`src/rtl/board_pkg.sv`:
```
// Shared definitions for the chess board memory sequencer: piece codes, FSM states
// and the square-address helper.
package board_pkg;

    localparam logic [3:0] EMPTY     = 4'd0;
    localparam logic [3:0] P0_PAWN   = 4'd1;
    localparam logic [3:0] P0_KNIGHT = 4'd2;
    localparam logic [3:0] P0_BISHOP = 4'd3;
    localparam logic [3:0] P0_ROOK   = 4'd4;
    localparam logic [3:0] P0_QUEEN  = 4'd5;
    localparam logic [3:0] P0_KING   = 4'd6;
    localparam logic [3:0] P1_PAWN   = 4'd7;
    localparam logic [3:0] P1_KNIGHT = 4'd8;
    localparam logic [3:0] P1_BISHOP = 4'd9;
    localparam logic [3:0] P1_ROOK   = 4'd10;
    localparam logic [3:0] P1_QUEEN  = 4'd11;
    localparam logic [3:0] P1_KING   = 4'd12;

    // Player 1 codes are the player 0 codes shifted by this amount.
    localparam logic [3:0] PLAYER_OFFSET = 4'd6;

    typedef enum logic [2:0] {
        StIdle,
        StInitWr,
        StRdSrc,
        StRdDst,
        StLatch,
        StWrDst,
        StWrSrc,
        StDone
    } state_e;

    function automatic logic [5:0] sq_addr(input logic [2:0] x, input logic [2:0] y);
        return {x, y};
    endfunction

    function automatic logic is_king(input logic [3:0] code);
        return (code == P0_KING) || (code == P1_KING);
    endfunction

endpackage

```
`src/rtl/move_executor_if.sv`:
```
// Board memory port: registered address/data/write-enable out, read data returning
// one cycle after the address.
interface move_executor_if;
    logic [5:0] mem_addr;
    logic [3:0] mem_wdata;
    logic       mem_we;
    logic [3:0] mem_rdata;

    modport master (
        output mem_addr,
        output mem_wdata,
        output mem_we,
        input  mem_rdata
    );

    modport slave (
        input  mem_addr,
        input  mem_wdata,
        input  mem_we,
        output mem_rdata
    );
endinterface

```
`src/rtl/board_init_rom.sv`:
```
// Opening layout lookup: square index {x, y} to the piece code placed there at the
// start of a game.
module board_init_rom
    import board_pkg::*;
(
    input  logic [5:0] index,
    output logic [3:0] code
);

    logic [3:0] back_rank;

    always_comb begin
        case (index[2:0])
            3'd0, 3'd7: back_rank = P0_ROOK;
            3'd1, 3'd6: back_rank = P0_KNIGHT;
            3'd2, 3'd5: back_rank = P0_BISHOP;
            3'd3:       back_rank = P0_QUEEN;
            default:    back_rank = P0_KING;
        endcase
    end

    always_comb begin
        case (index[5:3])
            3'd0:    code = back_rank;
            3'd1:    code = P0_PAWN;
            3'd6:    code = P1_PAWN;
            3'd7:    code = back_rank + PLAYER_OFFSET;
            default: code = EMPTY;
        endcase
    end

endmodule

```
`src/rtl/move_executor.sv`:
```
// Board memory sequencer: writes the opening layout or executes one piece move while
// the datapath slot is granted, reporting the captured piece.
module move_executor
    import board_pkg::*;
(
    input  logic                   clk,
    input  logic                   reset,
    input  logic                   grant,
    input  logic                   init_board,
    input  logic                   start_move,
    input  logic [2:0]             piece_x,
    input  logic [2:0]             piece_y,
    input  logic [2:0]             move_x,
    input  logic [2:0]             move_y,
    move_executor_if.master        mem,
    output logic                   busy,
    output logic                   done,
    output logic [3:0]             captured_piece,
    output logic                   king_captured
);

    localparam logic [6:0] InitEnd = 7'd64;

    state_e     state_q, state_d;
    logic [6:0] idx_q, idx_d;
    logic [3:0] moving_q, moving_d;
    logic [3:0] captured_q, captured_d;
    logic       king_q, king_d;
    logic [5:0] addr_q, addr_d;
    logic [3:0] wdata_q, wdata_d;
    logic       we_q, we_d;
    logic       done_q, done_d;

    logic [5:0] src_addr;
    logic [5:0] dst_addr;
    logic       same_sq;
    logic [3:0] rom_code;

    assign src_addr = sq_addr(piece_x, piece_y);
    assign dst_addr = sq_addr(move_x, move_y);
    assign same_sq  = (src_addr == dst_addr);

    board_init_rom u_rom (
        .index (idx_q[5:0]),
        .code  (rom_code)
    );

    // Memory outputs are computed for the state being entered and registered on that edge.
    always_comb begin
        state_d    = state_q;
        idx_d      = idx_q;
        moving_d   = moving_q;
        captured_d = captured_q;
        king_d     = king_q;
        addr_d     = addr_q;
        wdata_d    = wdata_q;
        we_d       = 1'b0;
        done_d     = 1'b0;

        unique case (state_q)
            StIdle: begin
                idx_d = '0;
                if (grant) begin
                    if (init_board) begin
                        state_d = StInitWr;
                        addr_d  = idx_q[5:0];
                        wdata_d = rom_code;
                        we_d    = 1'b1;
                        idx_d   = idx_q + 7'd1;
                    end else if (start_move) begin
                        state_d = StRdSrc;
                        addr_d  = src_addr;
                    end
                end
            end
            StInitWr: begin
                if (idx_q == InitEnd) begin
                    state_d = StDone;
                end else if (grant) begin
                    addr_d  = idx_q[5:0];
                    wdata_d = rom_code;
                    we_d    = 1'b1;
                    idx_d   = idx_q + 7'd1;
                end
            end
            StRdSrc: begin
                if (grant) begin
                    state_d = StRdDst;
                    addr_d  = dst_addr;
                end else begin
                    addr_d  = src_addr;
                end
            end
            StRdDst: begin
                if (grant) begin
                    state_d  = StLatch;
                    moving_d = mem.mem_rdata;
                end else begin
                    state_d = StRdSrc;
                    addr_d  = src_addr;
                end
            end
            StLatch: begin
                if (!grant) begin
                    state_d = StRdSrc;
                    addr_d  = src_addr;
                end else if (same_sq) begin
                    state_d    = StDone;
                    captured_d = EMPTY;
                    king_d     = 1'b0;
                end else begin
                    state_d    = StWrDst;
                    captured_d = mem.mem_rdata;
                    king_d     = is_king(mem.mem_rdata);
                    addr_d     = dst_addr;
                    wdata_d    = moving_q;
                    we_d       = 1'b1;
                end
            end
            StWrDst: begin
                if (grant) begin
                    state_d = StWrSrc;
                    addr_d  = src_addr;
                    wdata_d = EMPTY;
                    we_d    = 1'b1;
                end
            end
            StWrSrc: begin
                if (grant) begin
                    state_d = StDone;
                end
            end
            StDone: begin
                state_d = StIdle;
                idx_d   = '0;
                done_d  = 1'b1;
            end
        endcase
    end

    always_ff @(posedge clk) begin
        if (reset) begin
            state_q    <= StIdle;
            idx_q      <= '0;
            moving_q   <= EMPTY;
            captured_q <= EMPTY;
            king_q     <= 1'b0;
            addr_q     <= '0;
            wdata_q    <= '0;
            we_q       <= 1'b0;
            done_q     <= 1'b0;
        end else begin
            state_q    <= state_d;
            idx_q      <= idx_d;
            moving_q   <= moving_d;
            captured_q <= captured_d;
            king_q     <= king_d;
            addr_q     <= addr_d;
            wdata_q    <= wdata_d;
            we_q       <= we_d;
            done_q     <= done_d;
        end
    end

    assign mem.mem_addr   = addr_q;
    assign mem.mem_wdata  = wdata_q;
    assign mem.mem_we     = we_q;
    assign busy           = (state_q != StIdle);
    assign done           = done_q;
    assign captured_piece = captured_q;
    assign king_captured  = king_q;

endmodule

```
`src/flat_wrapper.sv`:
```
// flat-port wrapper written by rule: the top's interface ports become plain ports
module move_executor_flat import board_pkg::*;
  (clk, reset, grant, init_board, start_move, piece_x, piece_y, move_x, move_y, busy, done, captured_piece, king_captured, mem_mem_addr, mem_mem_wdata, mem_mem_we, mem_mem_rdata);
  move_executor_if mem_i ();
  input  logic clk;
  input  logic reset;
  input  logic grant;
  input  logic init_board;
  input  logic start_move;
  input  logic [2:0] piece_x;
  input  logic [2:0] piece_y;
  input  logic [2:0] move_x;
  input  logic [2:0] move_y;
  output logic busy;
  output logic done;
  output logic [3:0] captured_piece;
  output logic king_captured;
  output wire logic [$bits(mem_i.mem_addr)-1:0] mem_mem_addr;
  output wire logic [$bits(mem_i.mem_wdata)-1:0] mem_mem_wdata;
  output wire logic [$bits(mem_i.mem_we)-1:0] mem_mem_we;
  input wire logic [$bits(mem_i.mem_rdata)-1:0] mem_mem_rdata;
  assign mem_mem_addr = mem_i.mem_addr;
  assign mem_mem_wdata = mem_i.mem_wdata;
  assign mem_mem_we = mem_i.mem_we;
  assign mem_i.mem_rdata = mem_mem_rdata;
  move_executor u_core (.clk(clk), .reset(reset), .grant(grant), .init_board(init_board), .start_move(start_move), .piece_x(piece_x), .piece_y(piece_y), .move_x(move_x), .move_y(move_y), .mem(mem_i), .busy(busy), .done(done), .captured_piece(captured_piece), .king_captured(king_captured));
endmodule
```
`config.mk`:
```
export PLATFORM = sky130hd
export DESIGN_NAME = move_executor_flat
export DESIGN_NICKNAME = d
export VERILOG_FILES = /design/src/rtl/board_pkg.sv /design/src/rtl/move_executor_if.sv /design/src/rtl/board_init_rom.sv /design/src/rtl/move_executor.sv /design/src/flat_wrapper.sv
export SDC_FILE = /design/constraint.sdc
export NUM_CORES = 1
export LEC_CHECK = 0
export ABC_AREA = 1
export CAP_MARGIN = 30
export CORE_MARGIN = 4
export CORE_UTILIZATION = 47
export CTS_BUF_LIST = sky130_fd_sc_hd__clkbuf_8
export CTS_CLUSTER_DIAMETER = 200
export DETAILED_ROUTE_END_ITERATION = 7
export PLACE_DENSITY_LB_ADDON = 0.05
export SLEW_MARGIN = 25
export SYNTH_ARGS = -nofsm -noshare
export SYNTH_HDL_FRONTEND = slang
export SYNTH_HIERARCHICAL = 1
export SYNTH_SLANG_ARGS = --single-unit
```
`constraint.sdc`:
```
create_clock -name clk -period 2.48 [get_ports clk]
set_input_delay 0.496 -clock clk [delete_from_list [all_inputs] [get_ports clk]]
set_output_delay 0.496 -clock clk [all_outputs]
set_load 0.005 [all_outputs]
```
### Word-level counts from Yosys, hierarchy flattened

Index checks and enable logic that the tools add are counted.

| word-level totals | value |
|---|---|
| output and inout bits | 18 |
| register bits | 31 |
| input port bits | 21 |
| logic and storage cells | 108 |

| operators by class | value |
|---|---|
| $add $sub $neg | 2 |
| reduce and logical (&&, ||, !) cells | 17 |
| equality and inequality tests | 33 |
| mux-type cells | 47 |

Operators by type and width:

| kind | number |
|---|---|
| 6-bit 2-to-1 mux | 10 |
| 6-bit case mux with 6 select lines | 1 |
| 4-bit 2-to-1 mux | 8 |
| 4-bit case mux with 4 select lines | 2 |
| 7-bit 2-to-1 mux | 4 |
| 3-bit == test, second input constant | 9 |
| 3-bit 2-to-1 mux | 9 |
| 3-bit case mux with 8 select lines | 1 |
| 7-bit case mux with 3 select lines | 1 |
| 2-bit inequality test, second input constant | 10 |
| 8-bit AND reduction | 2 |
| 3-bit by 2-bit == test with 1-bit output, second input constant | 4 |
| 3-bit case mux with 4 select lines | 1 |
| 3-bit by 1-bit == test with 1-bit output, second input constant | 3 |
| 3-bit logical NOT | 3 |
| 1-bit 2-to-1 mux | 8 |
| 7-bit by 1-bit adder with 7-bit output, second input constant | 1 |
| 7-bit == test, second input constant | 1 |
| 6-bit == test | 1 |
| 3-bit inequality test, second input constant | 2 |
| 6-bit AND reduction | 1 |
| 3-bit nonzero test | 2 |
| 6-bit nonzero test | 1 |
| 2-bit OR reduction | 3 |
| 10 further kinds | 11 |

### Depth between registers and ports, before layout

Gate-level depths: netlist of run 1.

| depth | value |
|---|---|
| depth in word-level cells | 8 |
| mapped depth | 16 |
| mapped depth without buffers | 16 |

### Hierarchy

The synthesis of run 1 kept the hierarchy.

By module, submodules not included:

| module | seq. area each (um^2) | times used | cells an instance | area each (um^2) |
|---|---|---|---|---|
| move_executor | 620.6 | 1 | 344 | 2203.4 |
| board_init_rom | 0.0 | 1 | 42 | 220.2 |

### Worst setup path before layout of run 1

No wires, ideal clock.

| timing path | value |
|---|---|
| path kind | register to register |
| start | register u_core.idx_q[0] |
| end | register u_core.wdata_q[2] (netlist: u_core/mem.mem_wdata[2]) |
| setup slack | 714 ps |
| setup time | 115 ps |
| cell stages (with the launch flop) | 17 |
| arrival | 1651 ps |
| data required time | 2365 ps |
| path buffers | 0 |
| clock period less this slack | 1766 ps |
| cell sequence | dfxtp_1 > inv_1 > ha_1 > nand2_1 > nand2_1 > nand2_1 > inv_1 > ha_1 > nand2_1 > nand2_1 > o21ai_2 > nand3_1 > o21ai_0 > inv_1 > nand3_1 > nand2_1 > nor2_1 |

| between the ends | value |
|---|---|
| cells in the longest elaborated chain, start to end | 8 |
| elaborated cells between the ends (all ways) | 21 |
| classes of those cells | add/sub (1); eq/ne (8); mux (7); reduce/logical (5) |

RTL lines:

| element | RTL line | text |
|---|---|---|
| start: declaration | move_executor.sv:25 | `logic [6:0] idx_q, idx_d;` |
| start signal: assignment | move_executor.sv:154 | `idx_q <= idx_d;` |
| 3-bit by 2-bit == test with 1-bit output (tied with other cells) | board_init_rom.sv:13 | `case (index[2:0])` |
| 2-bit OR reduction | board_init_rom.sv:13 |  |
| 3-bit case mux with 4 select lines * | board_init_rom.sv:13 |  |
| 3-bit by 3-bit adder with 4-bit output | board_init_rom.sv:27 | `3'd7: code = back_rank + PLAYER_OFFSET;` |
| 4-bit case mux with 4 select lines * | board_init_rom.sv:23 | `case (index[5:3])` |
| named net u_core.rom_code[2] | move_executor.sv:37 | `logic [3:0] rom_code;` |
| 4-bit 2-to-1 mux, on equally long branches | move_executor.sv:79, move_executor.sv:64 |  |
| 4-bit 2-to-1 mux, on equally long branches | move_executor.sv:77, move_executor.sv:63 |  |
| 4-bit case mux with 4 select lines * | move_executor.sv:60 | `unique case (state_q)` |
| end signal: assignment | move_executor.sv:159 | `wdata_q <= wdata_d;` |
| end: declaration | move_executor.sv:30 | `logic [3:0] wdata_q, wdata_d;` |

The timed path passes the listed nets; every way through them passes the cells marked *. The select of a mux whose other input is x is not followed.
A chain may end at the register's enable or synchronous reset.

### Final worst setup path of run 1

| timing path | value |
|---|---|
| start | register u_core.state_q[2] |
| end | output busy |

| between the ends | value |
|---|---|
| cells in the longest elaborated chain, start to end | 1 |

RTL lines:

| element | RTL line | text |
|---|---|---|
| start: declaration | move_executor.sv:24 | `state_e state_q, state_d;` |
| start signal: assignment | move_executor.sv:143 | `state_q <= StIdle;` |
| start signal: assignment | move_executor.sv:153 | `state_q <= state_d;` |
| 3-bit nonzero test | move_executor.sv:168 | `assign busy = (state_q != StIdle);` |
| end: declaration | flat_wrapper.sv:14 | `output logic busy;` |

No other way between the ends.

==> results of run 1 <==
==> cells in the mapped netlist <==
cell / n
o21ai_2: 2
nand2_1: 104
nor2_8: 2
inv_1: 55
dfxtp_1: 31
clkbuf_1: 2
o21ai_0: 24
nor2_4: 2
nand2_2: 5
nand3_1: 35
nand4_4: 1
nor2_1: 47
nand4_1: 3
o211ai_1: 4
buf_2: 1
nor2_2: 5
inv_2: 2
nor3_1: 2
buf_4: 2
a21oi_1: 21
ha_1: 7
nand3_4: 2
a21oi_2: 6
nand3_2: 5
a211oi_1: 3
nor3_2: 1
inv_4: 3
buf_6: 6
nand2_4: 2
clkinv_2: 1
==> sequential cells by signal, summed over array words and instances, names as in the netlist <==
register,flops
u_core/mem.mem_addr,6
u_core/moving_q,4
u_core/done,1
u_core/mem.mem_we,1
u_core/mem.mem_wdata,4
u_core/captured_piece,4
u_core/king_captured,1
u_core/state_q,3
u_core/idx_q,7
==> power groups by stage <==
stage	registers [W]	logic, W	clock network, W
after floorplan	0.000680	0.00106	0
after global placement	0.000738	0.00136	0
after detailed placement	0.000740	0.00138	0
after CTS	0.000729	0.00138	0.000385
after global routing	0.000747	0.00155	0.000402
final	0.000728	0.00138	0.000372
==> final cells by class <==
class | count | area (um^2) | area share [%]
flip-flops and latches | 31 | 621 | 21.4
repair buffers | 41 | 403 | 13.9
clock inverters | 3 | 12.5 | 0.432
well taps | 67 | 83.8 | 2.89
inverters | 61 | 238 | 8.21
clock buffers | 5 | 68.8 | 2.38
multi-input cells | 283 | 1470 | 50.8
==> layer usage <==
layer	wire length, um	share of wire [%]
met5	0	0
met4	58	0.98
met3	304	5.1
met2	2890	49
met1	2680	45
==> cells by family after synthesis <==
| family | after synthesis |
|---|---|
| AO/OA/AOI/OAI | 60 |
| adder cells (fa/ha/maj) | 7 |
| buffers and inverters | 72 |
| flip-flops | 31 |
| AND/OR/NAND/NOR | 216 |
==> per-stage QoR <==
step	std cells	util, %	setup slack (ps)
3_5_place_dp	483	58.1	200
3_3_place_gp	483	58.1	220
4_1_cts	491	59.7	318
5_1_grt	491	59.7	188
6_report	491	59.7	336
2_1_floorplan	386	-	714
==> final timing paths <==
path / slack [ps] / to / depth (start not counted) / startpoint
worst max-delay path: 340 / busy / 3 / u_core/state_q[2]
worst min-delay path: 450 / u_core/moving_q[3] / 2 / u_core/moving_q[3]
worst max register to register: 370 / u_core/mem.mem_wdata[2] / 15 / u_core/idx_q[1]
worst min register to register: 450 / u_core/moving_q[3] / 2 / u_core/moving_q[3]
==> critical path, stage by stage, from the launching register on <==
cell and delay [ps]:
dfxtp_1 610, inv_4 130, nand2_4 120, clkdlybuf4s50_1 500
==> results.tsv, run 1 <==
stage	metric	value	unit
floorplan	total core area	4850	um^2
clocking	Post-CTS Setup Bufs	0	
route	wire per inst	12.1	um
cells_and_area	Fill cells	492	
placement	post-DP HPWL	4.58	mm
synthesis	Yosys top cell by area	dfxtp_1	
timing	Least-Margin Pin Slew	564	ps
cells_and_area	commonest non-fill, non-tap cells in the layout	nand2_1 (104), inv_1 (57), nor2_1 (47)	
grt	vias in the first global route	2212	
power	internal power	0.00136	W
critical_path	Crit path arrival time	1650	ps
timing	final slew viol count	0	
cells_and_area	layout cells sized above 1	11.3	%
synthesis	post-synthesis adder-cell area fraction	3.61	%
grt	initial antenna violation count	0	
floorplan	row count	25	
power	clock power share	15.0	%
timing	max frequency	466	MHz
floorplan	die width	79.8	um
timing	Hold Violations, Final	0	
timing	Max-slew headroom	62.4	%
clocking	Hold-fix buffers, CTS	0	
cells_and_area	P&R area growth vs syn	19.5	%
cells_and_area	ANT cells	0	
synthesis	sequential share of the synthesized area	25.6	%
synthesis	Yosys top cell area share	25.6	%
clocking	CTS Buf Count	5	
route	Total Wirelength	5.93	mm
timing	TNS Setup	0	ps
worst_hold_path	Hold Crit Class	reg -> reg	
synthesis	yosys warns	6	
synthesis	#FFs+latches synth	31	
clocking	H-tree levels	2	
grt	met3 Use GR	3.05	%
synthesis	post-synthesis compound-gate area fraction	14.4	%
placement	Cell Area, Placed	2820	um^2
grt	met2 Use GR	34.2	%
critical_path	startpoint types	flip-flop	
floorplan	Starting Density	50.0	%
timing	RSZ-0062 raised after global routing	no	
cells_and_area	Final Instance Area	2900	um^2
synthesis	Synth cell types	30	
route	via/cell ratio	4.99	
timing	Hold WS	448	ps
synthesis	main combinational cell family by area after synthesis	simple AND/OR/NAND/NOR gates	
cells_and_area	commonest non-fill, non-tap cell in the layout	nand2_1	
placement	Port Buffers	38	
power	combinational cell fraction of total power	55.7	%
power	sw frac	45.2	%
critical_path	Crit Path Category	reg -> out	
power	pwr/cell area	857	nW/um^2
clocking	deepest clock path buffer count	2	
clocking	Post-CTS Resized	0	
timing	period utilisation layout	86.4	%
run_status	run status	finished, final reports clean	
route	DRT antenna net count	0	
clocking	clock latency on the worst-skew pair	280	ps
placement	Routability Congestion	0.837	
route	1st-pass router iterations	4	
grt	Most Used Layer, Global Route	met2	
grt	gr usage total	19.7	%
clocking	Clock Sinks	31	
floorplan	Die Area	6370	um^2
synthesis	Post-Syn Area	2420	um^2
power	Total Power	0.00248	W
route	DR vias	2449	
power	worst vdd ir	418	uV
timing	clock skew	10.3	ps
synthesis	syn nets	414	
timing	setup violators final	0	
grt	total grt overflow	0	
grt	GR Layer Usage met1	25.1	%
power	sw power	0.00112	W
timing	fin crit period	2140	ps
cells_and_area	Layout Nets	451	
synthesis	Simple-Gate Fraction of Synth Area	42.7	%
synthesis	xor-xnor portion of the synthesized cell area	0	%
power	Flop pwr share	29.3	%
floorplan	Die H	79.8	um
clocking	CTS tree	yes	
power	leak pwr	1.34	nW
route	1st-iter DRT viols	138	
synthesis	Synth Instances	386	
critical_path	CP Data Required Time	1980	ps
grt	global-route wire length before repair	9.92	mm
synthesis	Area contributors post-synth	dfxtp_1 (26%), nand2_1 (16%), inv_1 (8.5%)	
clocking	Worst-path clk slew	60	ps
run	maxcap violations	0	
grt	pin count of the biggest net entering global routing	17	
floorplan	IO Pins	39	
synthesis	Syn Area/Cell	6.28	um^2
critical_path	worst-path fanout max	8	
route	Remaining DRCs	0	
synthesis	mux cell area share after synthesis	0	%
clocking	Root Buffer	clkbuf_8	
critical_path	Setup crit end kind	output port	
Power figures use the tool's default switching activity.
==> inputs of run 2 (changes only) <==
- CORE_UTILIZATION: 47 -> 56
- TNS_END_PERCENT: unset -> 10
==> run 2 against run 1 <==
Total power grew 7.1%. Routed wire length increased by 3.2%. Final cell count fell by 3.5%. Combinational power barely moved. Global-route usage is 3.7 points higher. Clock-buffer cell count increased by 1. Largest power group unchanged. Clock power increased by 40%. Fmax down 1.7%. Worst setup slack lost 38 ps. Via count rose by 3.6%.
==> results.tsv, run 2 (synthesis gave the netlist of run 1 again) <==
stage	metric	value	unit
clocking	Post-CTS Resized	0	
power	sw power	0.00116	W
power	combinational cell fraction of total power	52.8	%
clocking	Hold-fix buffers, CTS	0	
floorplan	Die H	73.8	um
critical_path	CP Data Required Time	1980	ps
floorplan	die width	73.8	um
critical_path	Setup crit end kind	output port	
power	pwr/cell area	913	nW/um^2
grt	global-route wire length before repair	9.85	mm
timing	Max-slew headroom	61.6	%
placement	post-DP HPWL	4.56	mm
critical_path	CP Depth	3	
critical_path	Crit path arrival time	1690	ps
cells_and_area	Layout Nets	451	
grt	gr usage total	23.4	%
power	sw frac	43.7	%
critical_path	startpoint types	flip-flop	
timing	TNS Setup	0	ps
critical_path	Reg2Reg Depth	12	
route	1st-pass router iterations	5	
clocking	CTS tree	yes	
grt	GR Layer Usage met1	28.2	%
run_status	run status	finished, final reports clean	
critical_path	Top Family by Delay on Critical Path	buffers and inverters	
power	internal power	0.00150	W
clocking	CTS Buf Count	5	
critical_path	critical path, cell by cell	inv_4 -> nand2_4 -> clkdlybuf4s50_1	
cells_and_area	Final Non-Filler Cells	474	
critical_path	worst-path fanout max	8	
timing	clock skew	7.64	ps
placement	Port Buffers	38	
critical_path	cell at the slowest stage of the critical path	dfxtp_1	
floorplan	Starting Density	59.3	%
timing	setup violators final	0	
clocking	H-tree levels	2	
cells_and_area	Final Instance Area	2910	um^2
floorplan	total core area	4090	um^2
timing	Hold Violations, Final	0	
grt	vias in the first global route	2276	
floorplan	row count	23	
power	worst vdd ir	502	uV
grt	pin count of the biggest net entering global routing	17	
cells_and_area	Fill cells	370	
route	DR vias	2536	
route	DRT antenna net count	0	
critical_path	buffer and inverter count on the worst path	2	
worst_hold_path	Hold Crit Class	reg -> reg	
cells_and_area	Reg area	621	um^2
grt	Most Used Layer, Global Route	met2	
power	Total Power	0.00266	W
placement	Routability Congestion	0.871	
cells_and_area	area of the multi-input gates	1470	um^2
timing	final slew viol count	0	
clocking	Clock Sinks	31	
power	clock power share	19.6	%
clocking	Worst-path clk slew	60	ps
timing	Least-Margin Pin Slew	575	ps
cells_and_area	Largest Register	u_core/idx_q	
critical_path	Crit Path Category	reg -> out	
power	Flop pwr share	27.5	%
timing	period utilisation layout	88.0	%
cells_and_area	max FFs per register	7	
clocking	Post-CTS Setup Bufs	0	
route	1st-iter DRT viols	158	
placement	Placed Instances	466	
clocking	clock latency on the worst-skew pair	290	ps
worst_hold_path	worst hold path depth	2	
cells_and_area	commonest non-fill, non-tap cells in the layout	nand2_1 (104), inv_1 (55), nor2_1 (47)	
clocking	Root Buffer	clkbuf_8	
grt	met3 Use GR	5.88	%
route	Remaining DRCs	0	
floorplan	Die Area	5440	um^2
timing	max frequency	458	MHz
grt	met2 Use GR	39.0	%
cells_and_area	commonest non-fill, non-tap cell in the layout	nand2_1	
timing	Hold WS	450	ps
grt	initial antenna violation count	0	
cells_and_area	P&R area growth vs syn	20.1	%
timing	fin crit period	2180	ps
route	via/cell ratio	5.35	
placement	Cell Area, Placed	2790	um^2
clocking	deepest clock path buffer count	2	
cells_and_area	layout cells sized above 1	11.8	%
floorplan	IO Pins	39	
grt	total grt overflow	0	
timing	RSZ-0062 raised after global routing	no	
route	wire per inst	12.9	um
run	maxcap violations	0	
critical_path	Largest stage delay, worst path	620	ps
route	Total Wirelength	6.12	mm
power	leak pwr	1.35	nW
cells_and_area	ANT cells	0	
[run 2: cell count changes in the layout (fill, tap and decap cells not counted)]
cell,before,now
bufinv_16,0,1
clkbuf_8,5,6
inv_1,57,55
[run 2: layout make-up]
| cell class | instances | share of cell area, % |
|---|---|---|
| Tap cell | 50 | 2.15 |
| Sequential cell | 31 | 21.3 |
| Inverter | 61 | 8.17 |
| Clock buffer | 6 | 2.84 |
| Clock inverter | 2 | 1.20 |
| Timing Repair Buffer | 41 | 13.8 |
| Multi-Input combinational cell | 283 | 50.5 |
[run 2: worst paths after layout]
path                      start                     end  slack (ps)
max           u_core/state_q[2]                    busy         300
min          u_core/moving_q[2]      u_core/moving_q[2]         450
max reg2reg     u_core/idx_q[0]  u_core/mem.mem_addr[0]         400
min reg2reg  u_core/moving_q[2]      u_core/moving_q[2]         450
[run 2: worst register-to-register path, delay by kind of cell, from the launching register on]
| family | cells | cell delay [ps] |
|---|---|---|
| adder cells (fa/ha/maj) | 1 | 220 |
| AND/OR/NAND/NOR | 8 | 980 |
| buffers and inverters | 3 | 280 |
| flip-flops | 1 | 490 |
[run 2: per-layer routing]
| metal | wire (um) | vias to the layer above |
|---|---|---|
| met5 | 0 | - |
| met4 | 154 | 0 |
| met3 | 363 | 15 |
| met2 | 2850 | 85 |
| met1 | 2750 | 1140 |
| li1 | - | 1296 |
[run 2: per-stage QoR]
stage,utilization (%),worst slack [ps]
finish,71.2,298
global route,71.2,198
CTS,71.2,306
detailed placement,68.4,165
global placement,68.4,216
floorplan,-,714
[run 2: power by group through the flow]
stage	combinational, W	sequential [W]	clock (W)
3_5_place_dp	0.00138	0.000741	0
4_1_cts	0.00140	0.000730	0.000525
5_1_grt	0.00156	0.000742	0.000547
3_3_place_gp	0.00135	0.000737	0
6_report	0.00140	0.000732	0.000521
2_1_floorplan	0.00106	0.000680	0
==> inputs of run 3 (changes only) <==
- CTS_BUF_LIST: sky130_fd_sc_hd__clkbuf_8 -> sky130_fd_sc_hd__clkbuf_2 sky130_fd_sc_hd__clkbuf_4 sky130_fd_sc_hd__clkbuf_8
==> results of run 3 <==
The final DEF is identical to that of run 2; final timing and power are the same.
